## config.mk

```make
export PLATFORM = sky130hd
export DESIGN_NAME = mac_sequencer
export DESIGN_NICKNAME = d
export VERILOG_FILES = /design/src/rtl/tpu_pkg.sv /design/src/rtl/mac_sequencer.sv
export SDC_FILE = /design/constraint.sdc
export NUM_CORES = 1
export LEC_CHECK = 0
export BUFFER_PORTS_ARGS = -buffer_cell sky130_fd_sc_hd__buf_4
export CAP_MARGIN = 20
export CORE_AREA = 3 3 64 66
export DETAILED_ROUTE_END_ITERATION = 6
export DIE_AREA = 0 0 67 69
export PLACE_DENSITY = 0.88
export SLEW_MARGIN = 10
export SYNTH_ARGS = -nofsm -noshare
export SYNTH_HDL_FRONTEND = slang
export SYNTH_SLANG_ARGS = --single-unit
```

## constraint.sdc

```tcl
create_clock -name clk -period 5 [get_ports clk]
set_input_delay 0.25 -clock clk [delete_from_list [all_inputs] [get_ports clk]]
set_output_delay 0.25 -clock clk [all_outputs]
set_load 0.02 [all_outputs]
```

## src/rtl/tpu_pkg.sv

```systemverilog
// Shared types and default widths for the TPU datapath blocks.
package tpu_pkg;

    // Sequencer control states for a single Mac cell.
    typedef enum logic [1:0] {
        CLEAR = 2'd0,
        RUN   = 2'd1,
        FLUSH = 2'd2,
        OUT   = 2'd3
    } mac_seq_state_t;

    localparam int unsigned OP_WIDTH_DEF  = 8;
    localparam int unsigned ACC_WIDTH_DEF = 32;

endpackage

```

## src/rtl/mac_sequencer.sv

```systemverilog
// mac_sequencer: feeds a stream of operand pairs into one Mac accumulator cell
// and presents the finished dot product on a valid/ready result port.
// The Mac itself lives beside this block in the parent mac_unit.
module mac_sequencer
    import tpu_pkg::*;
#(
    parameter int unsigned OP_WIDTH  = OP_WIDTH_DEF,
    parameter int unsigned ACC_WIDTH = ACC_WIDTH_DEF,
    parameter int unsigned LEN_WIDTH = 8
) (
    input  logic                 clk,
    input  logic                 reset,
    // operand beat stream
    input  logic                 in_valid,
    output logic                 in_ready,
    input  logic [OP_WIDTH-1:0]  in_a,
    input  logic [OP_WIDTH-1:0]  in_b,
    input  logic                 in_last,
    // Mac control
    output logic [OP_WIDTH-1:0]  mac_a,
    output logic [OP_WIDTH-1:0]  mac_b,
    output logic                 mac_reset,
    output logic                 mac_keep,
    input  logic [ACC_WIDTH-1:0] mac_c,
    // result stream
    output logic                 out_valid,
    input  logic                 out_ready,
    output logic [ACC_WIDTH-1:0] out_data,
    output logic [LEN_WIDTH-1:0] out_len,
    output logic                 out_trunc
);

    mac_seq_state_t       state;
    mac_seq_state_t       state_nxt;
    logic                 accept;
    logic [LEN_WIDTH-1:0] len_inc;
    logic                 at_limit;
    logic                 job_end;

    // in_ready is only ever high in RUN, so a handshake implies RUN.
    assign accept   = in_valid & in_ready;
    assign len_inc  = out_len + LEN_WIDTH'(1);
    assign at_limit = (len_inc == '1);
    assign job_end  = accept & (in_last | at_limit);

    // Accumulator is frozen by mac_keep during OUT, so pass it straight through.
    assign out_data = mac_c;

    // Next-state selection for the job control FSM.
    always_comb begin
        state_nxt = state;
        case (state)
            CLEAR:   state_nxt = RUN;
            RUN:     if (job_end) state_nxt = FLUSH;
            FLUSH:   state_nxt = OUT;
            OUT:     if (out_valid && out_ready) state_nxt = CLEAR;
            default: state_nxt = CLEAR;
        endcase
    end

    // State, registered handshake/Mac controls, beat counter and truncation flag.
    // Control outputs are decoded from the next state so they are registered yet
    // already correct in the first cycle of each state.
    always_ff @(posedge clk) begin
        if (reset) begin
            state     <= CLEAR;
            mac_reset <= 1'b1;
            mac_keep  <= 1'b1;
            mac_a     <= '0;
            mac_b     <= '0;
            in_ready  <= 1'b0;
            out_valid <= 1'b0;
            out_len   <= '0;
            out_trunc <= 1'b0;
        end else begin
            state     <= state_nxt;
            mac_reset <= (state_nxt == CLEAR);
            in_ready  <= (state_nxt == RUN);
            out_valid <= (state_nxt == OUT);
            // exactly one accumulation per accepted beat
            mac_keep  <= ~accept;
            if (accept) begin
                mac_a <= in_a;
                mac_b <= in_b;
            end
            if (state == CLEAR) begin
                out_len <= '0;
            end else if (accept) begin
                out_len <= len_inc;
            end
            if (accept && at_limit && !in_last) begin
                out_trunc <= 1'b1;
            end else if (state == OUT && out_ready) begin
                out_trunc <= 1'b0;
            end
        end
    end

endmodule
```

## Yosys cells after proc, flatten, opt, wreduce, memory -nomap -nowiden

Index checks and enable logic that the tools add are counted.
Widths: inputs -> output; s select.

- Output and inout port bits: 61
- Logic and storage cells: 34
- Flip-flop bits (word level): 31

- Reductions and logical operators: 9
- Multiplexer cells: 5
- Eq/ne operators: 6
- Bitwise gates (word level): 4
- $add $sub $neg: 1

Operators by type and width:

| operator | count |
|---|---|
| $add 8x1->8 const B | 1 |
| $eq 8x8->1 const B | 1 |
| $pmux 2 s4 | 1 |
| $eq 2x2->1 const B | 3 |
| $eq 2x1->1 const B | 2 |
| $logic_and 1x1->1 | 4 |
| $logic_not 2->1 | 2 |
| $mux 2 | 2 |
| $and 1x1->1 | 2 |
| $mux 1 | 2 |
| $reduce_bool 2->1 | 1 |
| $reduce_or 2->1 | 1 |
| $logic_not 1->1 | 1 |
| $not 1->1 | 1 |
| $or 1x1->1 | 1 |

## Logic depth before layout (Yosys ltp)

- Word-level depth: 7
- Gate-level depth with buffers: 6
- Mapped depth without buffers: 6

## Worst setup path before layout

No wires, ideal clock.

- Path type: reg-to-reg
- Start point: register out_len[0]
- End point: register out_trunc
- Period minus slack after synthesis: 1,691 ps
- Arrival time: 1,604 ps
- Slack: 3,309 ps
- Setup time: 87 ps
- Stages on the path, launching flop included: 7
- Data required time: 4,913 ps
- Path buffers: 0
- Path through: dfxtp_1 > ha_1 > nand3b_1 > o22a_1 > o22ai_1 > nand3_1 > o31ai_1

- Longest elaborated chain between the ends: 5
- Elaborated cells between the ends (all ways): 6
- Those cells by class: 1 x add/sub; 1 x eq/ne; 1 x mux; 3 x reduce/logical

RTL lines:

| item | RTL line | source |
|---|---|---|
| from (decl) | mac_sequencer.sv:29 | `output logic [LEN_WIDTH-1:0] out_len,` |
| from (signal assigned) | mac_sequencer.sv:89 | `out_len <= len_inc;` |
| $add 8x1->8 (*) | mac_sequencer.sv:42 | `assign len_inc = out_len + LEN_WIDTH'(1);` |
| $eq 8x8->1 (*) | mac_sequencer.sv:43 | `assign at_limit = (len_inc == '1);` |
| $logic_and 1x1->1 (*) (2 in a row) | mac_sequencer.sv:91 | `if (accept && at_limit && !in_last) begin` |
| $mux 1 / $reduce_bool 2->1 (equally long branches) | n/a |  |
| to (signal assigned) | mac_sequencer.sv:74 | `out_trunc <= 1'b0;` |
| to (signal assigned) | mac_sequencer.sv:92 | `out_trunc <= 1'b1;` |
| to (signal assigned) | mac_sequencer.sv:94 | `out_trunc <= 1'b0;` |
| to (decl) | mac_sequencer.sv:30 | `output logic out_trunc` |

Mark *: on every way between the ends. The rest lies on a longest branch, timed or not.
A chain may end at the register's enable or synchronous reset.

## Worst setup path after layout

- Start point: register in_ready
- End point: register out_len[6]

- Longest elaborated chain between the ends: 1

RTL lines:

| item | RTL line | source |
|---|---|---|
| from (decl) | mac_sequencer.sv:15 | `output logic in_ready,` |
| from (signal assigned) | mac_sequencer.sv:78 | `in_ready <= (state_nxt == RUN);` |
| $and 1x1->1 | mac_sequencer.sv:41 | `assign accept = in_valid & in_ready;` |

Every way passes these cells.

==> impl_metrics.py <==
metrics = {
    "run": {
        "drv_cap": 0,
    },
    "global_route": {
        "grt_pass1_vias": 1122,
        "grt_max_degree": 25,
        "antenna_found_initial": 0,
        "grt_pass1_wl_um": 4930,
        "grt.total_usage_pct": 13.6,
        "grt_overflow": 0,
    },
    "yosys": {
        "syn-instance-count": 185,
        "synth_ff_type": "dfxtp_1",
        "synthTopCellsByArea": "dfxtp_1 (41%), buf_4 (16%), nand2_1 (10%)",
        "synth_top_cell_by_area": "dfxtp_1",
        "syn-num-nets": 240,
        "yosysSeqAreaShare_pct": 41.4,
        "yosys.cell_types.count": 33,
        "synth_top_area_share_pct": 41.4,
        "ys_ff_latch": 31,
        "synth_edf_count": 0,
        "syn_area_um2": 1500,
        "synth.most_common_cell": "nand2_1",
        "synthArstFlopShare_pct": 0,
        "yosysWarnings": 0,
        "yosys-top-cells-count": "nand2_1 (41), buf_4 (32), dfxtp_1 (31), a21oi_1 (21), nor2_1 (10)",
        "avgSynthCellArea_um2": 8.10,
    },
    "final_layout": {
        "diodes": 0,
        "area_growth_pct": 16.8,
        "seq_area_um2": 621,
        "drive_above_1_share_pct": 28.6,
        "final_nets": 258,
        "final_cells": 251,
        "multi_input_area_um2": 602,
        "fillers": 371,
        "fin_util_pct": 48.1,
        "fin_area_um2": 1750,
    },
    "power": {
        "power_density_nw_per_um2": 295,
        "vdd_drop_max_v": 0.000170,
        "p_leak_uw": 0.000724,
    },
    "clock_network": {
        "cts_made_buffers": 5,
        "clk_latency_ns": 0.27,
        "clk_pin_slew_worst_paths_ns": 0.06,
        "cts_setup_buffers": 0,
        "cts_resized": 0,
        "clkSinkCount": 31,
        "htree_levels": 2,
        "cts_tree": "done",
        "max-clock-path-buffers": 2,
        "cts.root.buffer_cell": "clkbuf_8",
        "hold_buffers": 0,
    },
    "worst_setup_path": {
        "worstPathCellList": "and2_1 -> nand2_1 -> or3_1 -> a21oi_1",
        "path_depth": 4,
        "crit_path_top_delay_cell": "and2_1",
        "critPathTopFamily": "simple AND/OR/NAND/NOR gates",
        "cp-end-kind": "flip-flop",
        "worst_path_largest_cell_delay_ns": 0.69,
        "cp-start-kind": "flip-flop",
        "cp_max_fo": 23,
        "r2r_cells": 4,
        "worstPathRequired_ns": 5.20,
        "path_buf_inv": 0,
        "cp.arrival_ns": 2.12,
        "crit_type": "flip-flop to flip-flop",
    },
    "worst_hold_path": {
        "worstHoldPathCells": 2,
        "hp-class": "input port to flip-flop",
    },
    "placed_design": {
        "placed_area_um2": 1660,
        "gp_congestion": 0.837,
        "dpl.hpwl_um": 2210,
        "placed_cells": 244,
        "io_buffers": 49,
    },
    "floorplan": {
        "core_area_um2": 3630,
        "die_y_um": 69,
        "start_util_pct": 41.2,
        "fp-row-count": 22,
        "fp.dieArea_um2": 4620,
        "die_width_um": 67,
        "io-pin-count": 114,
    },
    "detailed_routing": {
        "drc": 0,
        "drt-total-wl_um": 3060,
        "wl_per_cell_um": 12.2,
        "viasPerCell": 4.96,
        "ant_nets": 0,
        "first_pass_iters": 4,
        "drt_iter0_markers": 68,
        "vias": 1245,
    },
    "timing": {
        "relSlewSlack_pct": 44.2,
        "worstMarginPinSlew_ns": 0.838,
        "hold_viol": 0,
        "fmax_mhz": 521,
        "rsz0062_at_grt": "false",
        "fin_tns_setup_ns": 0,
        "fin_crit_sh_pct": 38.4,
        "slew_viol_final": 0,
        "fin_skew_ns": 0.00465,
        "whs_ns": 0.179,
        "setup_viol": 0,
        "finalCriticalPeriod_ns": 1.92,
    },
    "run_status": {
        "status": "complete, no violations",
    },
}
==> worst reg2reg max path: cells and delay by family (launching register included) <==
kind            cells  cell delay, ns
simple gates        3            1.33
flops               1            0.38
compound gates      1            0.15
==> cell type report <==
type / instances / share of cell area, %
Clock buffer: 6 / 4.72
Clock inverter: 1 / 0.286
Inverter: 3 / 0.644
Multi-Input combinational cell: 113 / 34.4
Sequential cell: 31 / 35.5
Tap cell: 48 / 3.43
Timing Repair Buffer: 49 / 21.0
==> metrics by stage <==
stage | power [uW] | worst slack, ns
after detailed placement | 328 | 3.10
after global routing | 543 | 2.88
after global placement | 327 | 3.13
after CTS | 524 | 3.08
final | 516 | 3.08
after floorplan | 335 | 3.31
==> registers in the layout (all words and copies together), names as in the netlist <==
| name | cells |
|---|---|
| out_valid | 1 |
| mac_a | 8 |
| out_len | 8 |
| out_trunc | 1 |
| state | 2 |
| mac_b | 8 |
| in_ready | 1 |
| mac_keep | 1 |
| mac_reset | 1 |
==> path summary, 6_finish.rpt <==
check	from	endpoint	slack [ns]
setup reg to reg	in_ready	out_len[6]	3.08
setup / recovery	in_ready	out_len[6]	3.08
hold reg to reg	mac_b[5]	mac_b[5]	0.45
hold / removal	in_last	out_trunc	0.18
==> placed cells by master, fill, tap and decap left out, types with 2 or more instances in the layout <==
master     n
nand2b_1   3
nor2_1    10
dfxtp_1   31
nand3b_1   2
inv_1      2
buf_4     49
a21oi_1   21
nand3_1    4
ha_1       2
o21ai_0    4
nand2_1   41
nand4_1    2
o22a_1     2
xor2_1     3
o22ai_1    2
xnor2_1    2
or3_1      3
clkbuf_8   6
==> where the power goes <==
group / leakage [uW] / internal (uW) / total, uW / switching (uW)
clock: 0.0000470 / 108 / 194 / 86.2
sequential: 0.000253 / 256 / 263 / 6.62
combinational: 0.000424 / 27.5 / 59.5 / 31.9
total: 0.000724 / 392 / 516 / 125
==> layer usage <==
layer	up-vias	track usage [%]	share of wire (%)
met4	0	8.33	2.4
li1	621	-	-
met2	41	21.8	48
met5	-	0	0
met3	13	3.09	7.7
met1	570	16.0	42
==> logic make-up (layout without fill, tap and decap cells) <==
logic type	Yosys count	after routing	synth area share [%]
and+or+nand+nor	68	68	19.9
buffers and inverters	41	59	18.4
AOI/OAI and AO/OA	38	38	15.7
DFF	31	31	41.4
xor gates and xnor gates	5	5	2.92
adders and majority gates	2	2	1.67
(Power assumes the default switching activity.)
